===== src/rtl/rx_frame_controller.sv =====
// rx_frame_controller: receives start/data/stop frames from a synchronized serial line,
// driving an external bit timer and reporting ready, overrun and framing status.
module rx_frame_controller #(
  parameter int MAX_DATA_BITS = 8
) (
  input  logic                     clk,
  input  logic                     n_rst,
  input  logic                     serial_in,
  input  logic [3:0]               data_size,
  input  logic                     shift_strobe,
  input  logic                     packet_done,
  input  logic                     data_read,
  output logic                     enable_timer,
  output logic [MAX_DATA_BITS-1:0] rx_data,
  output logic                     data_ready,
  output logic                     overrun_error,
  output logic                     framing_error
);
  localparam int W = MAX_DATA_BITS;
  typedef enum logic [1:0] {IDLE, RECEIVE, STOP_CHK} state_t;
  state_t         state_q, state_d;
  logic           sync1_q, sync1_d, sync_q, sync_d, prev_q, prev_d;
  logic           en_q, en_d, ready_q, ready_d, ovr_q, ovr_d, ferr_q, ferr_d;
  logic [3:0]     size_q, size_d, size_clamped;
  logic [W:0]     sh_q, sh_d;
  logic [W-1:0]   rx_q, rx_d;
  assign size_clamped = (data_size == 4'd0 || 32'(data_size) > W) ? 4'(W) : data_size;
  always_comb begin
    sync1_d = serial_in;
    sync_d  = sync1_q;
    prev_d  = sync_q;
    state_d = state_q;
    en_d    = en_q;
    size_d  = size_q;
    sh_d    = sh_q;
    rx_d    = rx_q;
    ready_d = data_read ? 1'b0 : ready_q;
    ovr_d   = data_read ? 1'b0 : ovr_q;
    ferr_d  = ferr_q;
    case (state_q)
      IDLE: if (prev_q && !sync_q) begin
        state_d = RECEIVE;
        en_d    = 1'b1;
        size_d  = size_clamped;
        ferr_d  = 1'b0;
        sh_d    = '1;
      end
      RECEIVE: begin
        sh_d    = shift_strobe ? {sync_q, sh_q[W:1]} : sh_q;
        state_d = packet_done ? STOP_CHK : RECEIVE;
        en_d    = !packet_done;
      end
      STOP_CHK: begin
        state_d = IDLE;
        if (sh_q[W]) begin
          // Unused low positions still hold the 1s preload; shifting drops them.
          rx_d    = sh_q[W-1:0] >> (W - 32'(size_q));
          ready_d = 1'b1;
          ovr_d   = ready_q && !data_read;
        end else begin
          ferr_d  = 1'b1;
        end
      end
      default: state_d = IDLE;
    endcase
  end
  always_ff @(posedge clk) begin
    if (!n_rst) begin
      state_q <= IDLE;
      sync1_q <= 1'b1;
      sync_q  <= 1'b1;
      prev_q  <= 1'b1;
      en_q    <= 1'b0;
      size_q  <= 4'(W);
      sh_q    <= '1;
      rx_q    <= '0;
      ready_q <= 1'b0;
      ovr_q   <= 1'b0;
      ferr_q  <= 1'b0;
    end else begin
      state_q <= state_d;
      sync1_q <= sync1_d;
      sync_q  <= sync_d;
      prev_q  <= prev_d;
      en_q    <= en_d;
      size_q  <= size_d;
      sh_q    <= sh_d;
      rx_q    <= rx_d;
      ready_q <= ready_d;
      ovr_q   <= ovr_d;
      ferr_q  <= ferr_d;
    end
  end
  assign enable_timer  = en_q;
  assign rx_data       = rx_q;
  assign data_ready    = ready_q;
  assign overrun_error = ovr_q;
  assign framing_error = ferr_q;
endmodule

===== config.mk =====
export PLATFORM = sky130hd
export DESIGN_NAME = rx_frame_controller
export DESIGN_NICKNAME = d
export VERILOG_FILES = /design/src/rtl/rx_frame_controller.sv
export SDC_FILE = /design/constraint.sdc
export NUM_CORES = 1
export LEC_CHECK = 0
export BUFFER_PORTS_ARGS = -buffer_cell sky130_fd_sc_hd__buf_2
export CAP_MARGIN = 10
export CELL_PAD_IN_SITES_DETAIL_PLACEMENT = 0
export CELL_PAD_IN_SITES_GLOBAL_PLACEMENT = 1
export CORE_ASPECT_RATIO = 0.7
export CORE_MARGIN = 2
export CORE_UTILIZATION = 38
export CTS_CLUSTER_SIZE = 12
export DETAILED_ROUTE_END_ITERATION = 12
export GPL_TIMING_DRIVEN = 0
export PLACE_DENSITY = 0.76
export SLEW_MARGIN = 10
export SYNTH_ARGS = -nofsm -noshare
export SYNTH_HDL_FRONTEND = slang
export SYNTH_SLANG_ARGS = --single-unit

===== constraint.sdc =====
create_clock -name clk -period 2.42 [get_ports clk]
set_clock_uncertainty 0.15 [all_clocks]
set_input_delay 0.363 -clock clk [delete_from_list [all_inputs] [get_ports clk]]
set_output_delay 0.363 -clock clk [all_outputs]
set_load 0.1 [all_outputs]

==> results of run 1 <==
## cell type report
class | count | area share [%]
multi-input combinational | 126 | 46.2
timing repair buffer | 21 | 6.06
clock buffer | 7 | 4.97
inverter | 5 | 1.08
clock inverter | 1 | 0.288
buffer | 10 | 3.17
sequential | 30 | 34.6
tap | 50 | 3.60
## power breakdown
group	internal [mW]	switching, mW	leakage (nW)
Sequential	0.502	0.00546	0.243
Clock	0.229	0.184	0.0482
Combinational	0.0369	0.0712	0.411
## critical path, cell delays in order (launching register included)
cell	delay, ns
sky130_fd_sc_hd__dfxtp_1	0.40
sky130_fd_sc_hd__buf_6	0.18
sky130_fd_sc_hd__inv_2	0.07
sky130_fd_sc_hd__ha_1	0.28
sky130_fd_sc_hd__buf_4	0.18
sky130_fd_sc_hd__mux2i_1	0.14
sky130_fd_sc_hd__mux2_4	0.29
sky130_fd_sc_hd__nor2_1	0.11
sky130_fd_sc_hd__a21oi_1	0.05
sky130_fd_sc_hd__o21ai_1	0.13
## sequential cells by signal (all words and copies together) (netlist names)
signal and cells:
rx_data 8, sync1_q 1, overrun_error 1, size_q 4, sh_q 9, framing_error 1
enable_timer 1, data_ready 1, prev_q 1, state_q 2, prev_d 1
## kinds of logic after synthesis
kind of cell	Yosys count	synth area share (%)
simple gates	72	24.7
xor+xnor	3	2.29
flops	30	40.7
buf+inv	15	5.00
compound gates	39	16.4
mux	11	10.1
fa+ha+maj	1	0.847
## through the flow
stage	instance area [µm²]	setup WS, ns	std cells
3_5_place_dp	1640	0.393	242
5_1_grt	1740	0.251	250
4_1_cts	1740	0.384	250
2_1_floorplan	1480	0.532	171
6_report	1740	0.391	250
3_3_place_gp	1640	0.399	242
## synth_stat cells (3+ instances only)
cell type                  number
sky130_fd_sc_hd__dfxtp_1       30
sky130_fd_sc_hd__nor2_1        21
sky130_fd_sc_hd__nand2_1       17
sky130_fd_sc_hd__o21ai_1       16
sky130_fd_sc_hd__nor3_1        12
sky130_fd_sc_hd__a21oi_1        5
sky130_fd_sc_hd__buf_2          5
sky130_fd_sc_hd__nand2b_1       5
sky130_fd_sc_hd__a21boi_1       4
sky130_fd_sc_hd__inv_1          4
sky130_fd_sc_hd__mux2i_1        4
sky130_fd_sc_hd__nand3_1        4
sky130_fd_sc_hd__nand3b_1       4
sky130_fd_sc_hd__mux2_1         3
sky130_fd_sc_hd__o21ai_0        3
## metal layers
metal / part of all wire [%] / track usage [%] / vias up
li1: - / - / 651
met1: 51 / 20.3 / 591
met2: 43 / 23.3 / 19
met3: 3.3 / 4.87 / 7
met4: 2.3 / 8.27 / 0
met5: 0 / 0 / -
## layout by cell type (no fill, tap or decap), types with 5 or more instances in the layout
cell,n
sky130_fd_sc_hd__clkbuf_8,6
sky130_fd_sc_hd__nor2_1,21
sky130_fd_sc_hd__o21ai_1,16
sky130_fd_sc_hd__nand2b_1,5
sky130_fd_sc_hd__a21oi_1,5
sky130_fd_sc_hd__buf_2,26
sky130_fd_sc_hd__dfxtp_1,30
sky130_fd_sc_hd__nor3_1,12
sky130_fd_sc_hd__nand2_1,17
## worst paths after layout
path	endpoint	slack [ns]	cells after the start
min	overrun_error	0.1	2
max reg2reg	rx_data[0]	0.39	9
max	rx_data[0]	0.39	9
min reg2reg	prev_d	0.26	1
==> key figures, run 1 <==
Status
  – Run status: complete, no violations

Finish
  – Area occupied by multi-input gates: 802 µm²
  – Filler Cells Inserted: between 300 and 400
  – Post-layout util: around 48%
  – Sequential cell area in the final layout: between 600 and 700 µm²
  – Diode count: 0
  – Final nets: 210
  – Area Growth Syn to Fin: 17.5%
  – Fraction of layout cells with a size suffix above 1: 24.0%

Clocking
  – Buffer levels on the longest clock path: 2
  – Number of H-tree levels: 2
  – Post-CTS clock slew at the launch and capture registers of the worst setup and hold paths: approximately 0.060 ns
  – Clock root buffer: sky130_fd_sc_hd__clkbuf_8
  – Number of buffers inserted during clock tree synthesis: 5
  – Cells resized by post-CTS repair: 0
  – TritonCTS clock tree: yes
  – Number of post-CTS setup repair buffers: 0
  – Sink count of the clock tree: 30
  – Hold buffers post-CTS: 0
  – Clock latency reported for the late side of the worst-skew pair: approximately 0.28 ns

Pwr
  – Power per cell area: roughly 600 nW/µm²
  – Maximum resistive drop on vdd: 0.368 mV
  – Leakage component of the power: approximately 0.7 nW
  – Power after layout: approximately 1.0 mW

Global routing
  – Maximum number of pins on one net before global-route repair: 11
  – Via count of the first global-routing pass: about 1.2k
  – Initial antenna violation count: 0
  – Total gr overflow: 0
  – First-pass GRT wire length: between 5 and 6 mm
  – Total GRT Usage: roughly 16%

STA
  – RSZ-0062 raised after global routing: no
  – Final cycle utilization of the critical path: 83.9%
  – Upper clock frequency limit: roughly 490 MHz
  – Final count of hold timing violations: 0
  – Finish-stage setup viols: 0
  – Setup TNS Final: 0 ns
  – Final Max Tran Viols: 0
  – Worst-case headroom to the max-slew limit: approximately 68%
  – Smallest hold slack: between 0.09 and 0.1 ns
  – Transition at the pin with the smallest max-transition slack: slightly below 0.5 ns
  – Final period demand of the worst path: between 2 and 2.5 ns

Yosys
  – Count of distinct cell types in the synthesized netlist: 44
  – Number of nets produced by synthesis: between 150 and 200
  – Most area-hungry cell type in the Yosys netlist: sky130_fd_sc_hd__dfxtp_1
  – Share of synthesized flip-flops with an asynchronous set or reset: 0%
  – Post-Synthesis Cell Area: 1480 µm²
  – Gate count of the mapped netlist: ~170
  – Cells taking the most area after synthesis: sky130_fd_sc_hd__dfxtp_1 (41%), sky130_fd_sc_hd__o21ai_1 (5.4%), sky130_fd_sc_hd__nor2_1 (5.3%)
  – Number of synthesized flops with an enable pin: 0
  – Per-instance average area after synthesis: roughly 8.6 µm²
  – Sequential fraction of the synthesis area: about two fifths
  – Post-synthesis sequential element count: 30
  – Syn. warnings: 0
  – Top-area cell type share of the netlist area: 40.7%
  – Most used flip-flop cell after synthesis: sky130_fd_sc_hd__dfxtp_1

Critical path
  – Worst R2R Start: size_q[0]
  – Required time of the worst setup path: 2.49 ns
  – Critical path startpoint category: flop
  – CP Capture Type: flop
  – Worst-path maximum fanout: 10
  – Kind of critical path: flop to flop
  – Worst EP arrival: ~2.1 ns
  – Critical Path Source: size_q[0]

Detailed routing
  – Number of routed nets with antenna violations: 0
  – Detailed Route WL: 3.11 mm
  – Total via count after detailed routing: between 1k and 1.5k
  – Remaining DRCs: 0
  – Routed length per placed instance: roughly 12 µm
  – Number of violations reported at the end of detailed-routing iteration 0: between 60 and 70
  – Drt pass-1 iters: 4
  – Routed vias/inst: between 5 and 6

Floorplan
  – Std-Cell Core Area: ~3600 µm²
  – Overall die width: 78.5 µm
  – Initial standard-cell utilization of the core: between 40% and 50%
  – Boundary Pins: 22
  – Number of placement rows: 18
  – Area of the die: 4410 µm²
  – Die Height: 56.2 µm

Worst hold path
  – Worst Hold Class: input pin to flop
  – Beginning of the worst hold path: data_read

Run
  – Max Cap Viol: 0

Placement
  – Routability congestion estimate from global placement: ~0.82
  – Final HPWL DP: roughly 2.3 mm
  – Number of port buffers: 21
Note: power is estimated with default switching activity, not from simulation.
==> inputs of run 2 (changes only) <==
--- a/config.mk
+++ b/config.mk
@@ -11,11 +11,11 @@
 export CELL_PAD_IN_SITES_GLOBAL_PLACEMENT = 1
 export CORE_ASPECT_RATIO = 0.7
 export CORE_MARGIN = 2
-export CORE_UTILIZATION = 38
+export CORE_UTILIZATION = 37
 export CTS_CLUSTER_SIZE = 12
 export DETAILED_ROUTE_END_ITERATION = 12
 export GPL_TIMING_DRIVEN = 0
-export PLACE_DENSITY = 0.76
+export PLACE_DENSITY = 0.77
 export SLEW_MARGIN = 10
 export SYNTH_ARGS = -nofsm -noshare
 export SYNTH_HDL_FRONTEND = slang
==> constraint.sdc (replaced) <==
create_clock -name clk -period 1.65 [get_ports clk]
set_clock_uncertainty 0.15 [all_clocks]
set_input_delay 0.2475 -clock clk [delete_from_list [all_inputs] [get_ports clk]]
set_output_delay 0.2475 -clock clk [all_outputs]
set_load 0.1 [all_outputs]
==> run 2 against run 1 <==
  * The flow now finishes with violations (setup timing)
  * Final cell count rose by 4.0%
  * First-iteration DRC count decreased by 1.6%
  * Combinational power increased by 71%
  * Critical path depth decreased by 1
  * Worst setup slack worse by 0.50 ns
  * Sequential share of layout area down 2.8 points
  * Fmax is 16% higher
  * Die area grew 2.5%
  * Via count is 2.1% higher
  * Routed wire length is 11% higher
  * Hold slack worse by 0.049 ns
  * Highest routed layer unchanged
==> key figures, run 2 (synthesized netlist as in run 1, its figures left out) <==
Pwr
  – Proportion of power drawn by combinational gates: 11.4% (+0.9 points)
  – Leakage component of the power: 0.772 nW (+9.9%)
  – Switching power as a share of total power: 24.5% (-0.86 points)
  – Internal power of the cells: 1.23 mW (+60%)
  – Switching pwr: 0.398 mW (+53%)
  – Reg power frac: 45.8% (-3.5 points)
  – Maximum resistive drop on vdd: 0.469 mV (+28%)
  – Proportion of power drawn by the clock network: 42.8% (+2.6 points)
  – Power per cell area: 853 nW/µm² (+44%)
  – Power after layout: 1.62 mW (+58%)

Finish
  – Commonest non-fill, non-tap cell in the layout: sky130_fd_sc_hd__dfxtp_1
  – Post-layout util: 49.1% (+1.3 points)
  – Fraction of layout cells with a size suffix above 1: 31.3% (+7.3 points)
  – Post-layout instance area: 1900 µm² (+9.7%)
  – Final nets: 218 (+3.8%)
  – Area Growth Syn to Fin: 29.0%
  – Diode count: 0 (unchanged)
  – Number of flip-flops under the largest register name: 9 (unchanged)
  – Filler Cells Inserted: 370 (-6.8%)
  – Commonest non-fill, non-tap cells in the layout: sky130_fd_sc_hd__dfxtp_1 (28), sky130_fd_sc_hd__buf_2 (26), sky130_fd_sc_hd__nor2_1 (21)
  – Register with the highest flop count: sh_q

STA
  – Transition at the pin with the smallest max-transition slack: 0.487 ns (-0.00144 ns)
  – Worst-case headroom to the max-slew limit: 67.8% (+0.095 points)
  – Upper clock frequency limit: 570 MHz (+16%)
  – Final cycle utilization of the critical path: 106% (+23 points)
  – Finish-stage setup viols: 6 (+6)
  – Final Max Tran Viols: 0 (unchanged)
  – Final period demand of the worst path: 1.76 ns (-0.274 ns)
  – Final count of hold timing violations: 0 (unchanged)
  – RSZ-0062 raised after global routing: yes
  – Crit path setup slack, layout: -0.105 ns (-0.496 ns)

Placement
  – Routability congestion estimate from global placement: 0.880 (+7.6%)
  – Final HPWL DP: 2.40 mm (+5.0%)
  – Post-DP Area: 1680 µm² (+2.0%)
  – Number of port buffers: 21 (unchanged)

Critical path
  – Worst-path maximum fanout: 7 (-3)
  – Required time of the worst setup path: 1.67 ns (-0.82 ns)
  – Kind of critical path: flop to flop
  – Critical path startpoint category: flop
  – Reg-to-reg setup timing slack: -0.11 ns (-0.50 ns)
  – Worst EP arrival: 1.77 ns (-0.33 ns)
  – CP Capture Type: flop

Global routing
  – Total gr overflow: 0 (unchanged)
  – Initial antenna violation count: 0 (unchanged)
  – Maximum number of pins on one net before global-route repair: 11 (unchanged)
  – Total GRT Usage: 16.9% (+1.2 points)
  – First-pass GRT wire length: 5.73 mm (+8.2%)
  – Via count of the first global-routing pass: 1288 (+10%)

Clocking
  – Number of H-tree levels: 2 (unchanged)
  – Number of buffers inserted during clock tree synthesis: 5 (unchanged)
  – Clock latency reported for the late side of the worst-skew pair: 0.28 ns (about the same)
  – Post-CTS clock slew at the launch and capture registers of the worst setup and hold paths: 0.06 ns (about the same)
  – TritonCTS clock tree: yes
  – Buffer levels on the longest clock path: 2 (unchanged)
  – Clock root buffer: sky130_fd_sc_hd__clkbuf_8
  – Sink count of the clock tree: 30 (unchanged)

Status
  – Violations in the final reports: setup timing
  – Run status: finished, violations left

Floorplan
  – Area of the die: 4520 µm² (+2.5%)
  – Die Height: 56.9 µm (+1.2%)
  – Std-Cell Core Area: 3870 µm² (+6.9%)
  – Initial standard-cell utilization of the core: 38.1% (-2.6 points)
  – Overall die width: 79.5 µm (+1.3%)
  – Number of placement rows: 19 (+1)
  – Boundary Pins: 22 (unchanged)

Detailed routing
  – Number of routed nets with antenna violations: 0 (unchanged)
  – Routed length per placed instance: 13.3 µm (+7.0%)
  – Detailed Route WL: 3.46 mm (+11%)
  – Drt pass-1 iters: 4 (unchanged)
  – Routed vias/inst: 4.98 (-1.8%)
  – Number of violations reported at the end of detailed-routing iteration 0: 60 (-1.6%)
  – Total via count after detailed routing: 1295 (+2.1%)
  – Remaining DRCs: 0 (unchanged)

Run
  – Max Cap Viol: 0 (unchanged)

Worst hold path
  – Worst Hold Class: input pin to flop
## run 2: worst max-delay path: stages, from the launching register on
cell and delay [ns]:
sky130_fd_sc_hd__dfxtp_4 0.35, sky130_fd_sc_hd__buf_8 0.10, sky130_fd_sc_hd__inv_6 0.03, sky130_fd_sc_hd__ha_4 0.32, sky130_fd_sc_hd__mux2i_4 0.27, sky130_fd_sc_hd__mux2_4 0.18
sky130_fd_sc_hd__nor2_1 0.04, sky130_fd_sc_hd__a21oi_1 0.13, sky130_fd_sc_hd__o21ai_1 0.07
## run 2: worst paths after layout
path,startpoint,to,cells past startpoint
worst min-delay path,packet_done,state_q[1],3
worst min register to register,sync1_q,prev_d,1
worst max-delay path,size_q[0],rx_data[0],8
worst max register to register,size_q[0],rx_data[0],8
## run 2: area by class of cell
class	count	area, µm²	share of cell area (%)
Inverter	5	23.8	1.25
Clock buffer	8	110	5.78
Buffer	9	51.3	2.69
Timing Repair Buffer	30	178	9.33
Multi-Input combinational cell	126	871	45.7
Tap cell	52	65.1	3.42
Sequential cell	30	606	31.8
## run 2: through the flow
stage / hold slack [ns] / worst slack, ns / TNS (ns) / cells
2_1_floorplan: 0.171 / -0.115 / -0.337 / 171
3_3_place_gp: 0.251 / -0.258 / -0.942 / 244
3_5_place_dp: 0.255 / -0.254 / -0.962 / 244
4_1_cts: 0.0429 / -0.101 / -0.206 / 258
5_1_grt: 0.0434 / -0.178 / -0.808 / 260
6_report: 0.0491 / -0.105 / -0.298 / 260
## run 2: per-layer routing
metal	track usage, %	up-vias	routed length, µm
li1	-	660	-
met1	21.4	611	1700
met2	26.1	19	1580
met3	5.31	5	115
met4	8.13	0	59
met5	0	-	0
## run 2: repair_timing
action / in CTS / in global routing
setup buffers: 5 / 2
gates resized for setup: 8 / 3
hold buffers: 2 / 0
endpoints found under the setup margin: 6 / 6
endpoints found under the hold margin: 2 / 0
pin swaps: 3 / 3
## run 2: power by group through the flow
stage               clock network (mW)  logic (mW)  registers (mW)
global placement                     0       0.162           0.760
CTS                              0.714       0.176           0.743
detailed placement                   0       0.166           0.760
floorplan                            0      0.0887           0.797
global route                     0.756       0.201           0.744
finish                           0.695       0.185           0.743
